**config.mk**
```make
export PLATFORM = sky130hd
export DESIGN_NAME = shared_ram_arbiter
export DESIGN_NICKNAME = d
export VERILOG_FILES = /design/src/rtl/shared_ram_arbiter.sv
export SDC_FILE = /design/constraint.sdc
export NUM_CORES = 1
export LEC_CHECK = 0
export BUFFER_PORTS_ARGS = -buffer_cell sky130_fd_sc_hd__buf_2
export CAP_MARGIN = 10
export CORE_MARGIN = 4
export CORE_UTILIZATION = 50
export CTS_BUF_LIST = sky130_fd_sc_hd__clkbuf_4 sky130_fd_sc_hd__clkbuf_8
export CTS_CLUSTER_DIAMETER = 30
export CTS_CLUSTER_SIZE = 25
export DETAILED_ROUTE_END_ITERATION = 7
export GPL_ROUTABILITY_DRIVEN = 1
export GPL_TIMING_DRIVEN = 0
export PLACE_DENSITY = 0.83
export SLEW_MARGIN = 10
export SYNTH_ARGS = -nofsm -noshare
export SYNTH_HDL_FRONTEND = slang
export SYNTH_SLANG_ARGS = --single-unit
```
**constraint.sdc**
```tcl
create_clock -name clk -period 2.63 [get_ports clk]
set_input_delay 0.1315 -clock clk [delete_from_list [all_inputs] [get_ports clk]]
set_output_delay 0.1315 -clock clk [all_outputs]
set_load 0.05 [all_outputs]
```
**src/rtl/shared_ram_arbiter.sv**
```systemverilog
// Purpose: round-robin arbiter sharing one 2K x 8 synchronous RAM port between the M68K and the Z80.
// Latency: write 3 cycles, read 3 + RAM_LAT cycles from request seen in IDLE to served; contention adds at most one access.
// Backpressure: M68K is held off by DTACK (high until served), Z80 by WAIT (low from select until served).
module shared_ram_arbiter #(
   parameter int ADDR_W  = 11,
   parameter int DATA_W  = 8,
   parameter int RAM_LAT = 1
) (
   input  logic              clk,
   input  logic              reset,
   input  logic              m68k_cs,
   input  logic              m68k_rw,
   input  logic              m68k_lds_n,
   input  logic [ADDR_W-1:0] m68k_addr,
   input  logic [DATA_W-1:0] m68k_din,
   output logic [DATA_W-1:0] m68k_dout,
   output logic              m68k_dtack_n,
   input  logic              z80_cs,
   input  logic              z80_rd_n,
   input  logic              z80_wr_n,
   input  logic [ADDR_W-1:0] z80_addr,
   input  logic [DATA_W-1:0] z80_din,
   output logic [DATA_W-1:0] z80_dout,
   output logic              z80_wait_n,
   output logic [ADDR_W-1:0] ram_addr,
   output logic              ram_we,
   output logic [DATA_W-1:0] ram_wdata,
   input  logic [DATA_W-1:0] ram_rdata
);

   typedef enum logic [1:0] {IDLE, ACC, LAT, DONE} state_t;

   // Count value on the cycle ram_rdata becomes valid for the latched address.
   localparam logic [1:0] LAT_LAST = 2'(RAM_LAT - 1);

   state_t     state, state_nxt;
   logic       owner;      // 0 = M68K, 1 = Z80
   logic       last;       // CPU granted most recently, used to break ties
   logic       m_served, z_served;
   logic       acc_we;     // latched direction of the granted access
   logic [1:0] lat_cnt;
   logic       m_req, z_req, m_null, grant, grant_z, capture;

   assign m_req   = m68k_cs & ~m_served & (m68k_rw | ~m68k_lds_n);
   assign z_req   = z80_cs & (~z80_rd_n | ~z80_wr_n) & ~z_served;
   // Upper-byte-only M68K write: nothing for this RAM to do, acknowledge directly.
   assign m_null  = m68k_cs & ~m_served & ~m68k_rw & m68k_lds_n;
   // Z80 takes the grant when alone, or on a tie when the M68K went last.
   assign grant_z = z_req & (~m_req | ~last);

   assign m68k_dtack_n = ~(m_served & m68k_cs);
   assign z80_wait_n   = ~(z80_cs & ~z_served);

   // State register
   always_ff @(posedge clk) begin
      if (reset) state <= IDLE;
      else       state <= state_nxt;
   end

   // Next state plus per-state strobes (grant, RAM write, read capture)
   always_comb begin
      state_nxt = state;
      grant     = 1'b0;
      ram_we    = 1'b0;
      capture   = 1'b0;
      case (state)
         IDLE: begin
            if (m_req | z_req) begin
               grant     = 1'b1;
               state_nxt = ACC;
            end
         end
         ACC: begin
            if (acc_we) begin
               ram_we    = 1'b1;
               state_nxt = DONE;
            end else begin
               state_nxt = LAT;
            end
         end
         LAT: begin
            if (lat_cnt == LAT_LAST) begin
               capture   = 1'b1;
               state_nxt = DONE;
            end
         end
         DONE:    state_nxt = IDLE;
         default: state_nxt = IDLE;
      endcase
   end

   // Latch owner, address, write data and direction at grant; RAM address holds while idle
   always_ff @(posedge clk) begin
      if (reset) begin
         owner     <= 1'b0;
         acc_we    <= 1'b0;
         ram_addr  <= '0;
         ram_wdata <= '0;
      end else if (grant) begin
         owner     <= grant_z;
         acc_we    <= grant_z ? ~z80_wr_n : ~m68k_rw;
         ram_addr  <= grant_z ? z80_addr  : m68k_addr;
         ram_wdata <= grant_z ? z80_din   : m68k_din;
      end
   end

   // RAM read latency counter, running only while in LAT
   always_ff @(posedge clk) begin
      if (reset || state != LAT) lat_cnt <= 2'd0;
      else                       lat_cnt <= lat_cnt + 2'd1;
   end

   // Capture read data into the owning CPU's holding register
   always_ff @(posedge clk) begin
      if (reset) begin
         m68k_dout <= '0;
         z80_dout  <= '0;
      end else if (capture) begin
         if (owner) z80_dout  <= ram_rdata;
         else       m68k_dout <= ram_rdata;
      end
   end

   // Served flags (one access per bus cycle) and round-robin history
   always_ff @(posedge clk) begin
      if (reset) begin
         m_served <= 1'b0;
         z_served <= 1'b0;
         last     <= 1'b1;
      end else begin
         if (state == DONE) last <= owner;
         // Completion wins over the cs-low clear so an abandoned access still
         // reports served for one cycle, then clears.
         if ((state == DONE && !owner) || (state == IDLE && m_null)) m_served <= 1'b1;
         else if (!m68k_cs)                                          m_served <= 1'b0;
         if (state == DONE && owner) z_served <= 1'b1;
         else if (!z80_cs)           z_served <= 1'b0;
      end
   end

endmodule
```
# Word-level counts from Yosys, hierarchy flattened
# Index checks and enable logic that the tools add are counted.
# totals
reg_bits,44
latchBits,0
ram_bits,0
romBits,0
input_bits,54
out_inout_bits,38
word_cells,72
memories,0
# classes
addsub,1
n_mul,0
n_div,0
order_cmp,0
eq_ne,8
shifts,0
n_mux,17
bitwise_logic,24
n_reduce_logical,11
# ops
operator,n
1-bit two-way mux,12
11-bit two-way mux,1
1-bit NOT,11
1-bit AND,9
8-bit two-way mux,1
2-bit case mux with 4 select lines,1
"2-bit != test, second input constant",3
2-bit AND reduction,3
"2-bit == test, second input constant",2
2-bit logical NOT,2
2-bit two-way mux,2
"2-bit by 1-bit != test with 1-bit output, second input constant",2
1-bit bitwise OR,4
1-bit logical AND,3
"2-bit by 1-bit adder with 2-bit output, second input constant",1
"2-bit by 1-bit == test with 1-bit output, second input constant",1
1-bit logical OR,2
1-bit logical NOT,1

# Logic depth before layout (Yosys ltp)
# logic_depth
depth_word,7
mapped_depth,7
depth_no_buf,6

# Worst setup path before layout
# OpenSTA, ideal clock, no wires.
# synth_timing
path_kind,reg-to-reg
from,register state[1]
to,register state[0]
setup_ps,96
arrival_ps,1312
required_ps,2534
slack_ps,1223
stages_incl_launch_ff,6
path_buffers,0
period_less_slack_ps,1407
path_cell_list,dfxtp_1 -> inv_1 -> ha_1 -> and2_1 -> nor3_1 -> a221oi_1
# synth_between
elab_chain_cells,3
elab_cells_between_ends,8
cone_classes,eq/ne: 5; mux: 1; reduce/logical: 2
# synth_rtl
element,line_no,source
"start, declared",36,"state_t state, state_nxt;"
"start signal, assigned",57,else state <= state_nxt;
2-bit == test or 2-bit logical NOT (tied branches),66,case (state)
2-bit != test (no line),n/a,
2-bit AND reduction (no line),n/a,
# Several ways; a longest one is shown, not always the timed one.
# A chain may end at the register's enable or synchronous reset.

# Worst setup path in the final report
# Ends and elaborated chain as after synthesis.

==> flow_summary_export.csv <==
group,metric,value,unit
synthesis,synthArstFlopShare,0,
detailed_routing,totalWireLength,5130,um
timing,max_slew_margin,0.5565,
timing,max_freq,0.5671,GHz
detailed_routing,via_count,1903,
detailed_routing,first_pass_iters,4,
setup_path,slowest_delay,340,ps
cts,clockBufferDepth,2,
detailed_routing,viasPerCell,5.171,
cts,post_cts_resized,0,
setup_path,end_kind,"flop",
detailed_routing,drt.antenna.violating_nets,0,
setup_path,path_cells,"inv_1 -> ha_1 -> clkbuf_1 -> inv_1 -> a21boi_0 -> o21ai_0 -> a221oi_1",
timing,min_period,1763,ps
cells_and_area,final_area,2813,sq um
synthesis,synth.ff_latch_count,44,
global_routing,gr-total-overflow,0,
floorplan,die_w,74.01,um
timing,finalSetupViolCount,0,
timing,fin_ws,866.5,ps
pwr,ir_drop,0.0007243,V
timing,worst-slew-pin-transition,665.2,ps
synthesis,syn_inst,220,
synthesis,yosysTopAreaCell,"dfxtp_1",
global_routing,grt_pass1_wl,8231,um
placement,place_congestion,0.7554,
cts,insertion_delay,300,ps
run,drv_cap,0,
setup_path,crit_required,2810,ps
hold_path,worstHoldPathType,"in -> reg",
timing,final_hold_viol_count,0,
synthesis,synth-edff-count,0,
pwr,leakage,0.001389,uW
setup_path,critPathKind,"reg -> reg",
global_routing,grt_usage,0.1953,
placement,preCtsSetupSlack,898.2,ps
cts,cts_tree,"done",
cts,postCtsSetupBuffers,0,
synthesis,ys_seq_area_frac,0.4044,
cells_and_area,diodes,0,
synthesis,synth.top_cell.area_share,0.4044,
placement,hpwlAfterDp,3924,um
floorplan,die-area,5477,sq um
cts,cts_buffers,5,
cells_and_area,drive_gt1_frac,0.4843,
setup_path,start_kind,"flop",
detailed_routing,drt_iter0_markers,67,
setup_path,critPathArrivalTime,1950,ps
floorplan,num_rows,23,
hold_path,min-delay-start,"ram_rdata[2]",
status,outcome,"completed",
floorplan,dieHeight,74.01,um
cts,clk_pin_slew,80,ps
detailed_routing,avgRoutedWirePerCell,13.94,um
floorplan,ios,92,
synthesis,netlist_area,2178,sq um
pwr,power.density,1054,nW/um^2
timing,drv_slew,0,
floorplan,start_util,0.5293,
timing,skew,7.888,ps
synthesis,ys_top_cells_by_area,"dfxtp_1 40%, a311oi_2 13%, mux2i_1 7.4%",
timing,post-route-period-util,0.6705,
synthesis,synthFlopType,"dfxtp_1",
placement,dpl-instance-area,2691,sq um
setup_path,cpMostUsedCell,"inv_1",
placement,numPortBuffers,90,
cts,root_buffer,"clkbuf_8",
cells_and_area,finish.net_count,376,
setup_path,slowest_stage,"dfxtp_1",
detailed_routing,drc,0,
timing,finalSetupTns,0,ps
cts,htreeDepth,2,
synthesis,synth.distinct_cells,37,
global_routing,grt_pass1_vias,1912,
placement,place_inst,360,
setup_path,r2r_start,"state[1]",
synthesis,yosys_warnings,0,
timing,rsz0062_at_grt,"no",
cells_and_area,area_delta_synth_final,29.12,%
setup_path,cp_max_fo,8,
synthesis,syn_nets,279,
cts,clock_sinks,44,
cells_and_area,instances_no_fill,368,
cells_and_area,final_util,0.6835,
synthesis,avgSynthCellArea,9.902,sq um
cts,postCtsHoldBufs,0,
global_routing,antenna_found_initial,0,
setup_path,crit_path_start,"state[1]",
floorplan,core,4115,sq um
global_routing,grt_max_degree,15,
## worst paths after layout
| check | slack [ps] | to | cells after the start |
|---|---|---|---|
| worst max-delay path | 870 | state[0] | 7 |
| worst min-delay path | 80 | m68k_dout[2] | 3 |
| worst max register to register | 870 | state[0] | 7 |
| worst min register to register | 500 | z80_dout[3] | 2 |
## layout by cell type, fill, tap and decap left out, types with 2 or more instances in the layout
cell type,synthesis,layout
buf_2,5,95
dfxtp_1,44,44
nand2_1,24,24
a21oi_1,24,24
nand2_2,19,19
a311oi_2,19,19
nor2_1,18,18
mux2i_1,16,16
inv_1,7,7
clkbuf_8,0,6
clkbuf_1,5,5
ha_1,5,5
buf_4,4,4
and2_1,2,2
nor2b_4,2,2
o21ai_0,2,2
buf_12,2,2
and3_1,2,2
## metal layers
layer | track usage | vias up | wire, um
met2 | 0.3514 | 58 | 2687
met3 | 0.04054 | 5 | 336
li1 | - | 963 | -
met5 | 0 | - | 0
met4 | 0.09256 | 0 | 81
met1 | 0.2188 | 877 | 2024
## registers in the layout, indices dropped and copies added (netlist names)
signal / cells
acc_we: 1
ram_addr: 11
m_served: 1
state: 2
z_served: 1
m68k_dout: 8
z80_dout: 8
lat_cnt: 2
ram_wdata: 8
owner: 1
last: 1
## cells in the mapped netlist, types with 2 or more instances
cell      count
nand2_2      19
mux2i_1      16
and2_1        2
clkbuf_1      5
nor2_1       18
buf_4         4
nand2_1      24
inv_1         7
buf_2         5
o21ai_0       2
buf_12        2
nor2b_4       2
and3_1        2
dfxtp_1      44
a311oi_2     19
ha_1          5
a21oi_1      24
## critical path: cells and delay by family (launching register included)
family | cells | cell delay, ps
buffers and inverters | 3 | 550
adders and majority gates | 1 | 180
AOI/OAI and AO/OA | 3 | 580
DFF | 1 | 340
## power breakdown
group          switching, uW  leakage [uW]  internal (uW)
combinational           1020      0.000967            477
clock                    231     0.0000614            311
sequential              87.7      0.000360            833
total                   1340       0.00139           1620
## per-stage QoR
| stage | hold slack (ps) | power (uW) |
|---|---|---|
| 6_report | 77.03 | 2963 |
| 5_1_grt | 92.30 | 3136 |
| 4_1_cts | 74.94 | 2989 |
| 3_5_place_dp | 390.0 | 2444 |
| 3_3_place_gp | 380.2 | 2405 |
| 2_1_floorplan | 270.6 | 2106 |
## final cells by class
type	instances	area, sq um
buffer	17	117.6
clock buffer	6	82.58
clock inverter	2	38.79
fill	337	1303
inverter	8	30.03
multi-input combinational	151	1150
sequential	44	880.8
tap	50	62.56
timing repair buffer	90	450.4
## cells by family after synthesis
group | share of synthesized area
AND/OR/NAND/NOR | 0.1712
AO/OA/AOI/OAI | 0.2545
flip-flops | 0.4044
buffers and inverters | 0.06778
multiplexers | 0.07352
adder cells (fa/ha/maj) | 0.02872
Note: power is estimated with default switching activity, not from simulation.
